**config.mk**
```make
export PLATFORM = sky130hd
export DESIGN_NAME = mmio_lcl_sequencer_flat
export DESIGN_NICKNAME = d
export VERILOG_FILES = /design/src/rtl/mmio_lcl_sequencer_if.sv /design/src/rtl/mmio_lcl_sequencer.sv /design/src/flat_wrapper.sv
export SDC_FILE = /design/constraint.sdc
export NUM_CORES = 1
export LEC_CHECK = 0
export CAP_MARGIN = 10
export CORE_ASPECT_RATIO = 0.8
export CORE_MARGIN = 2
export CORE_UTILIZATION = 50
export DETAILED_ROUTE_END_ITERATION = 7
export PLACE_DENSITY = 0.77
export SYNTH_ARGS = -nofsm -noshare
export SYNTH_HDL_FRONTEND = slang
export SYNTH_SLANG_ARGS = --single-unit
```
**constraint.sdc**
```tcl
create_clock -name clk -period 5.44 [get_ports clk]
set_input_delay 0.816 -clock clk [delete_from_list [all_inputs] [get_ports clk]]
set_output_delay 0.816 -clock clk [all_outputs]
set_load 0.05 [all_outputs]
```
**src/rtl/mmio_lcl_sequencer_if.sv**
```systemverilog
// Host request/response channels and local MMIO bus of the MMIO sequencer.
// Handshake rule for host_req and host_rsp: a transfer occurs at a rising clk edge where
// valid && ready are both high; valid and payload stay stable until that edge.
interface mmio_lcl_sequencer_if;
  logic        host_req_valid;
  logic        host_req_ready;
  logic        host_req_wr;
  logic        host_req_dw;
  logic [31:0] host_req_addr;
  logic [63:0] host_req_wdata;

  logic        host_rsp_valid;
  logic        host_rsp_ready;
  logic [63:0] host_rsp_rdata;
  logic        host_rsp_err;

  logic        lcl_mmio_wr;
  logic        lcl_mmio_rd;
  logic [31:0] lcl_mmio_addr;
  logic [31:0] lcl_mmio_din;
  logic        lcl_mmio_ack;
  logic        lcl_mmio_dv;
  logic        lcl_mmio_rsp;
  logic [31:0] lcl_mmio_dout;

  // Sequencer side.
  modport slave (
    input  host_req_valid, host_req_wr, host_req_dw, host_req_addr, host_req_wdata,
    output host_req_ready,
    output host_rsp_valid, host_rsp_rdata, host_rsp_err,
    input  host_rsp_ready,
    output lcl_mmio_wr, lcl_mmio_rd, lcl_mmio_addr, lcl_mmio_din,
    input  lcl_mmio_ack, lcl_mmio_dv, lcl_mmio_rsp, lcl_mmio_dout
  );

  // Host and local-bus environment side.
  modport master (
    output host_req_valid, host_req_wr, host_req_dw, host_req_addr, host_req_wdata,
    input  host_req_ready,
    input  host_rsp_valid, host_rsp_rdata, host_rsp_err,
    output host_rsp_ready,
    input  lcl_mmio_wr, lcl_mmio_rd, lcl_mmio_addr, lcl_mmio_din,
    output lcl_mmio_ack, lcl_mmio_dv, lcl_mmio_rsp, lcl_mmio_dout
  );
endinterface

```
**src/rtl/mmio_lcl_sequencer.sv**
```systemverilog
// Splits 4/8-byte host MMIO requests into 32-bit local accesses and merges their
// completions (with per-access timeout) into one registered host response.
module mmio_lcl_sequencer #(
  parameter int unsigned TIMEOUT_CYCLES = 1024
) (
  input  logic                       clk,
  input  logic                       resetn,
  mmio_lcl_sequencer_if.slave        bus,
  output logic [7:0]                 timeout_cnt,
  output logic [1:0]                 dbg_state
);
  localparam int unsigned     WCW       = $clog2(TIMEOUT_CYCLES + 1);
  localparam logic [WCW-1:0]  WAIT_LAST = WCW'(TIMEOUT_CYCLES - 1);

  typedef enum logic [1:0] {
    IDLE  = 2'd0,
    ISSUE = 2'd1,
    WAIT  = 2'd2,
    RESP  = 2'd3
  } state_t;

  state_t         state_q, state_d;
  logic           wr_q, wr_d;
  logic           dw_q, dw_d;
  logic           half_q, half_d;
  logic           err_q, err_d;
  logic [31:0]    addr_q, addr_d;
  logic [63:0]    wdata_q, wdata_d;
  logic [63:0]    rdata_q, rdata_d;
  logic [WCW-1:0] wcnt_q, wcnt_d;
  logic [7:0]     tcnt_q, tcnt_d;
  logic           req_ready_q, req_ready_d;
  logic           rsp_valid_q, rsp_valid_d;
  logic           lwr_q, lwr_d;
  logic           lrd_q, lrd_d;
  logic [31:0]    laddr_q, laddr_d;
  logic [31:0]    ldin_q, ldin_d;

  logic           accept;
  logic           misaligned;
  logic           done;

  assign accept     = bus.host_req_valid && req_ready_q;
  assign misaligned = bus.host_req_dw ? (bus.host_req_addr[2:0] != 3'd0)
                                      : (bus.host_req_addr[1:0] != 2'd0);
  // Only the pulse matching the access direction counts as completion.
  assign done       = wr_q ? bus.lcl_mmio_ack : bus.lcl_mmio_dv;

  always_comb begin
    state_d     = state_q;
    wr_d        = wr_q;
    dw_d        = dw_q;
    half_d      = half_q;
    err_d       = err_q;
    addr_d      = addr_q;
    wdata_d     = wdata_q;
    rdata_d     = rdata_q;
    wcnt_d      = wcnt_q;
    tcnt_d      = tcnt_q;
    lwr_d       = 1'b0;
    lrd_d       = 1'b0;
    laddr_d     = laddr_q;
    ldin_d      = ldin_q;
    req_ready_d = 1'b0;
    rsp_valid_d = 1'b0;

    unique case (state_q)
      IDLE: begin
        if (accept) begin
          wr_d    = bus.host_req_wr;
          dw_d    = bus.host_req_dw;
          addr_d  = bus.host_req_addr;
          wdata_d = bus.host_req_wdata;
          rdata_d = '0;
          half_d  = 1'b0;
          err_d   = misaligned;
          state_d = misaligned ? RESP : ISSUE;
        end
      end
      ISSUE: begin
        wcnt_d  = '0;
        state_d = WAIT;
      end
      WAIT: begin
        if (done) begin
          if (!bus.lcl_mmio_rsp) err_d = 1'b1;
          // Read data is kept even when the status reports a failure.
          if (!wr_q) begin
            if (half_q) rdata_d[63:32] = bus.lcl_mmio_dout;
            else        rdata_d[31:0]  = bus.lcl_mmio_dout;
          end
          if (dw_q && !half_q) begin
            half_d  = 1'b1;
            state_d = ISSUE;
          end else begin
            state_d = RESP;
          end
        end else if (wcnt_q == WAIT_LAST) begin
          err_d   = 1'b1;
          rdata_d = '1;
          if (tcnt_q != 8'hFF) tcnt_d = tcnt_q + 8'd1;
          state_d = RESP;
        end else begin
          wcnt_d = wcnt_q + WCW'(1);
        end
      end
      RESP: begin
        if (bus.host_rsp_ready) state_d = IDLE;
      end
      default: state_d = IDLE;
    endcase

    // Strobe, address and data are registered on entry to ISSUE so they are high during it.
    if (state_d == ISSUE) begin
      lwr_d   = wr_d;
      lrd_d   = ~wr_d;
      laddr_d = addr_d + {29'd0, half_d, 2'b00};
      ldin_d  = half_d ? wdata_d[63:32] : wdata_d[31:0];
    end
    req_ready_d = (state_d == IDLE);
    rsp_valid_d = (state_d == RESP);
  end

  always_ff @(posedge clk or negedge resetn) begin
    if (!resetn) state_q <= IDLE;
    else         state_q <= state_d;
  end

  always_ff @(posedge clk or negedge resetn) begin
    if (!resetn) begin
      wr_q        <= 1'b0;
      dw_q        <= 1'b0;
      half_q      <= 1'b0;
      err_q       <= 1'b0;
      addr_q      <= '0;
      wdata_q     <= '0;
      rdata_q     <= '0;
      wcnt_q      <= '0;
      tcnt_q      <= '0;
      req_ready_q <= 1'b0;
      rsp_valid_q <= 1'b0;
      lwr_q       <= 1'b0;
      lrd_q       <= 1'b0;
      laddr_q     <= '0;
      ldin_q      <= '0;
    end else begin
      wr_q        <= wr_d;
      dw_q        <= dw_d;
      half_q      <= half_d;
      err_q       <= err_d;
      addr_q      <= addr_d;
      wdata_q     <= wdata_d;
      rdata_q     <= rdata_d;
      wcnt_q      <= wcnt_d;
      tcnt_q      <= tcnt_d;
      req_ready_q <= req_ready_d;
      rsp_valid_q <= rsp_valid_d;
      lwr_q       <= lwr_d;
      lrd_q       <= lrd_d;
      laddr_q     <= laddr_d;
      ldin_q      <= ldin_d;
    end
  end

  assign bus.host_req_ready = req_ready_q;
  assign bus.host_rsp_valid = rsp_valid_q;
  assign bus.host_rsp_rdata = rdata_q;
  assign bus.host_rsp_err   = err_q;
  assign bus.lcl_mmio_wr    = lwr_q;
  assign bus.lcl_mmio_rd    = lrd_q;
  assign bus.lcl_mmio_addr  = laddr_q;
  assign bus.lcl_mmio_din   = ldin_q;
  assign timeout_cnt        = tcnt_q;
  assign dbg_state          = state_q;
endmodule

```
**src/flat_wrapper.sv**
```systemverilog
// flat-port wrapper written by rule: the top's interface ports become plain ports
module mmio_lcl_sequencer_flat 
#(
  parameter int unsigned TIMEOUT_CYCLES = 1024
)
  (clk, resetn, timeout_cnt, dbg_state, bus_host_req_valid, bus_host_req_wr, bus_host_req_dw, bus_host_req_addr, bus_host_req_wdata, bus_host_req_ready, bus_host_rsp_valid, bus_host_rsp_rdata, bus_host_rsp_err, bus_host_rsp_ready, bus_lcl_mmio_wr, bus_lcl_mmio_rd, bus_lcl_mmio_addr, bus_lcl_mmio_din, bus_lcl_mmio_ack, bus_lcl_mmio_dv, bus_lcl_mmio_rsp, bus_lcl_mmio_dout);
  mmio_lcl_sequencer_if bus_i ();
  input  logic clk;
  input  logic resetn;
  output logic [7:0] timeout_cnt;
  output logic [1:0] dbg_state;
  input wire logic [$bits(bus_i.host_req_valid)-1:0] bus_host_req_valid;
  input wire logic [$bits(bus_i.host_req_wr)-1:0] bus_host_req_wr;
  input wire logic [$bits(bus_i.host_req_dw)-1:0] bus_host_req_dw;
  input wire logic [$bits(bus_i.host_req_addr)-1:0] bus_host_req_addr;
  input wire logic [$bits(bus_i.host_req_wdata)-1:0] bus_host_req_wdata;
  output wire logic [$bits(bus_i.host_req_ready)-1:0] bus_host_req_ready;
  output wire logic [$bits(bus_i.host_rsp_valid)-1:0] bus_host_rsp_valid;
  output wire logic [$bits(bus_i.host_rsp_rdata)-1:0] bus_host_rsp_rdata;
  output wire logic [$bits(bus_i.host_rsp_err)-1:0] bus_host_rsp_err;
  input wire logic [$bits(bus_i.host_rsp_ready)-1:0] bus_host_rsp_ready;
  output wire logic [$bits(bus_i.lcl_mmio_wr)-1:0] bus_lcl_mmio_wr;
  output wire logic [$bits(bus_i.lcl_mmio_rd)-1:0] bus_lcl_mmio_rd;
  output wire logic [$bits(bus_i.lcl_mmio_addr)-1:0] bus_lcl_mmio_addr;
  output wire logic [$bits(bus_i.lcl_mmio_din)-1:0] bus_lcl_mmio_din;
  input wire logic [$bits(bus_i.lcl_mmio_ack)-1:0] bus_lcl_mmio_ack;
  input wire logic [$bits(bus_i.lcl_mmio_dv)-1:0] bus_lcl_mmio_dv;
  input wire logic [$bits(bus_i.lcl_mmio_rsp)-1:0] bus_lcl_mmio_rsp;
  input wire logic [$bits(bus_i.lcl_mmio_dout)-1:0] bus_lcl_mmio_dout;
  assign bus_i.host_req_valid = bus_host_req_valid;
  assign bus_i.host_req_wr = bus_host_req_wr;
  assign bus_i.host_req_dw = bus_host_req_dw;
  assign bus_i.host_req_addr = bus_host_req_addr;
  assign bus_i.host_req_wdata = bus_host_req_wdata;
  assign bus_host_req_ready = bus_i.host_req_ready;
  assign bus_host_rsp_valid = bus_i.host_rsp_valid;
  assign bus_host_rsp_rdata = bus_i.host_rsp_rdata;
  assign bus_host_rsp_err = bus_i.host_rsp_err;
  assign bus_i.host_rsp_ready = bus_host_rsp_ready;
  assign bus_lcl_mmio_wr = bus_i.lcl_mmio_wr;
  assign bus_lcl_mmio_rd = bus_i.lcl_mmio_rd;
  assign bus_lcl_mmio_addr = bus_i.lcl_mmio_addr;
  assign bus_lcl_mmio_din = bus_i.lcl_mmio_din;
  assign bus_i.lcl_mmio_ack = bus_lcl_mmio_ack;
  assign bus_i.lcl_mmio_dv = bus_lcl_mmio_dv;
  assign bus_i.lcl_mmio_rsp = bus_lcl_mmio_rsp;
  assign bus_i.lcl_mmio_dout = bus_lcl_mmio_dout;
  mmio_lcl_sequencer #(.TIMEOUT_CYCLES(TIMEOUT_CYCLES)) u_core (.clk(clk), .resetn(resetn), .bus(bus_i), .timeout_cnt(timeout_cnt), .dbg_state(dbg_state));
endmodule
```
==> reports/qor.yml <==
cells_and_area:
  layout.nets: 1568
  insertedDiodeCount: 0
  final-instance-count-excl-fill: 1749
  drive_above_1_share_pct: 5.82
  design_area_um2: 15200
  area_delta_synth_final_pct: 35.0
  fillers: 1747
  fin_util_pct: 68.2
worst_setup_path:
  cpMostUsedCell: "inv_1"
  path_buf_inv: 3
  cp_cell_sequence: "inv_1 -> ha_1 -> inv_1 -> nand2_1 -> a32oi_4 -> inv_1 -> ha_1 -> nand4_1 -> nor4_2 -> o211ai_1 -> o31a_1 -> o31ai_1"
  critPathCaptureType: "flop"
  timing.rr.start: "u_core.dbg_state[0]"
  critPathKind: "reg2reg"
  cp_max_fo: 19
  cp_top_family: "adder cells"
  startpoint_type: "flop"
  required_ps: 5870
  arrival_ps: 4340
  slowest_stage: "ha_1"
  crit_path_max_incr_delay_ps: 640
  setup.worst_path.start: "u_core.dbg_state[0]"
timing:
  worstMarginPinSlew_ps: 1090
  grt_setup_unrepaired: "false"
  setup_viol: 0
  timing.fmax_mhz: 256
  fin_tns_setup_ps: 0
  skew_ps: 10.4
  timing.hold.ws_ps: 375
  finalCritPeriodShare_pct: 71.8
  slew_headroom_pct: 26.4
  period_needed_ps: 3910
  fin_ws_ps: 1530
  hold_viol: 0
  drv_slew: 0
power_and_ir_drop:
  p_comb_share_pct: 50.0
  p_seq_share_pct: 31.2
  clkPwrFrac_pct: 18.8
  p_switching_mw: 4.44
  p_per_area_nw_per_um2: 636
  p_int_mw: 5.25
  p_sw_share_pct: 45.8
  fin_total_pwr_mw: 9.69
  power_leakage_nw: 6.81
  ir_drop_mv: 0.366
placed_design:
  portBuffers: 279
  place_ws_ps: 1360
  hpwl_um: 20900
  place_area_um2: 14300
  gp_congestion: 0.827
  dp_cells: 1701
clock_network:
  cts_buffer_depth: 3
  cts-root-buf: "clkbuf_16"
  cts_made_buffers: 26
  path_clk_slew_ps: 60
  cts_resized: 0
  cts_tree: "done"
  post-cts-setup-buffers: 0
  h-tree-depth: 1
  cts_sinks: 253
  holdBufCountCts: 0
  clkLatencyLatePin_ps: 530
route:
  routed_wl_um: 30900
  dr.pass1.iters: 5
  drt_iter0_drc: 767
  ant_nets: 0
  drc: 0
  vias_per_cell: 5.47
  vias: 9567
  wl_per_cell_um: 17.7
grt:
  gr-total-overflow: 0
  use_met3_pct: 4.55
  grtUsageMet1_pct: 38.3
  grt_pass1_vias: 9200
  antenna_found_initial: 0
  grt_use_total_pct: 25.7
  grt_use_met2_pct: 39.5
  top_usage_layer: "met2"
  grt_pass1_wl_um: 49100
  grt_max_degree: 120
floorplan:
  die_h_um: 138
  die_area_um2: 23800
  core_um2: 22300
  die_w_um: 172
  start_util_pct: 50.5
  io_pins: 280
  rows: 49
flow_run:
  drv_cap: 0
synthesis:
  seq_area_frac_synth_pct: 56.1
  ys.flop_type: "dfrtp_1"
  synth_top_cell_by_area: "dfrtp_1"
  syn_area_um2: 11300
  yosysTopAreaCellShare_pct: 56.1
  syn_inst: 1172
  syn_avg_cell_area_um2: 9.62
  yosysWarnings: 0
  ys_types: 62
  synth_async_sr_flop_share_pct: 100
  synth-seq-cells: 253
  synth_fp_nets: 1317
  synth_area_leaders: "dfrtp_1, nand2_1, o21ai_0"
  synth_edf_count: 0
min_path:
  min_path_type: "in2async"
outcome:
  status: "completed"
==> cells by family after synthesis <==
family / after synthesis / share of synthesized area (%)
xor gates and xnor gates: 24 / 1.86
muxes: 62 / 5.70
AOI/OAI and AO/OA: 282 / 14.8
adders and majority gates: 8 / 0.888
buffers and inverters: 86 / 3.22
and+or+nand+nor: 457 / 17.4
DFF: 253 / 56.1
==> cell type report <==
class,count,area [µm²],share of cell area [%]
flip-flops and latches,253,6330,41.6
multi-input cells,833,4660,30.6
repair buffers,291,2900,19.0
clock buffers,42,792,5.20
well taps,306,383,2.51
clock inverters,6,86.3,0.567
inverters,18,67.6,0.444
==> power groups by stage <==
stage               sequential [mW]  combinational [mW]  clock, mW
detailed placement             3.04                4.84          0
floorplan                      4.29                1.95          0
finish                         3.02                4.84       1.82
global route                   3.10                5.23       1.93
CTS                            3.02                4.85       1.85
global placement               3.03                4.74          0
==> sequential cells by signal, indices dropped and copies added (netlist names) <==
| signal | count |
|---|---|
| u_core.bus.lcl_mmio_addr | 32 |
| u_core.addr_q | 32 |
| u_core.timeout_cnt | 8 |
| u_core.wr_q | 1 |
| u_core.half_q | 1 |
| u_core.bus.host_rsp_rdata | 64 |
| u_core.dw_q | 1 |
| u_core.bus.lcl_mmio_din | 32 |
| u_core.bus.host_req_ready | 1 |
| u_core.wdata_q | 64 |
| u_core.bus.host_rsp_valid | 1 |
| u_core.bus.lcl_mmio_rd | 1 |
| u_core.bus.lcl_mmio_wr | 1 |
| u_core.bus.host_rsp_err | 1 |
| u_core.wcnt_q | 11 |
| u_core.dbg_state | 2 |
==> cells in the final DEF, fill, tap and decap left out, drive strengths merged, types with 3 or more instances in the layout <==
cell type      netlist  layout
a211oi               4       4
a21oi                8       8
a31oi                8       8
and2                 5       5
and3                12      12
and4                 7       7
buf                 20      13
clkbuf              48      42
clkdlybuf4s50        0     278
clkinv               0       3
dfrtp              253     253
ha                   8       8
inv                 18      18
mux2                15      15
mux2i               47      47
nand2              345     345
nand3               25      25
nand4               10      10
nor2                17      17
nor3                10      10
nor3b                4       4
nor4                10      10
o2111ai              3       3
o211a                3       3
o211ai               8       8
o21a                 6       6
o21ai              203     203
o2bb2ai              3       3
o31a                 4       4
o31ai               16      16
or2                  3       3
xnor2               18      18
xor2                 6       6
==> final timing paths <==
kind	slack (ps)	to	depth (start not counted)
worst max register to register	1530	u_core.bus.lcl_mmio_addr[31]	12
worst min register to register	470	u_core.wdata_q[21]	2
worst max-delay path	1530	u_core.bus.lcl_mmio_addr[31]	12
worst min-delay path	380	u_core.bus.host_rsp_rdata[26]	1
max in group asynchronous	3990	u_core.addr_q[20]	2
min in group clk	470	u_core.wdata_q[21]	2
==> synthesized netlist by cell type, types with 3 or more instances <==
| library cell | count |
|---|---|
| o31ai_1 | 15 |
| o31a_1 | 4 |
| mux2_2 | 15 |
| o2111ai_1 | 3 |
| o21ai_0 | 199 |
| o2bb2ai_1 | 3 |
| ha_1 | 8 |
| nor3_1 | 10 |
| dfrtp_1 | 253 |
| nor2_1 | 16 |
| a21oi_1 | 8 |
| xor2_1 | 6 |
| a31oi_1 | 8 |
| and2_1 | 5 |
| clkbuf_1 | 47 |
| nor3b_1 | 4 |
| nor4_1 | 8 |
| and4_1 | 7 |
| inv_1 | 18 |
| o211ai_1 | 6 |
| and3_1 | 12 |
| a211oi_1 | 4 |
| nand2_1 | 345 |
| o211a_1 | 3 |
| buf_2 | 10 |
| nand3_1 | 24 |
| mux2i_1 | 46 |
| nand4_1 | 10 |
| buf_1 | 5 |
| o21a_1 | 6 |
| xnor2_1 | 18 |
| o21ai_1 | 4 |
| buf_4 | 3 |
==> per-layer routing <==
layer / vias up / wire length [µm]
li1: 4541 / -
met1: 4597 / 13900
met2: 380 / 14100
met3: 49 / 2310
met4: 0 / 587
met5: - / 0
No activity file was read; power rests on OpenSTA's default activity.
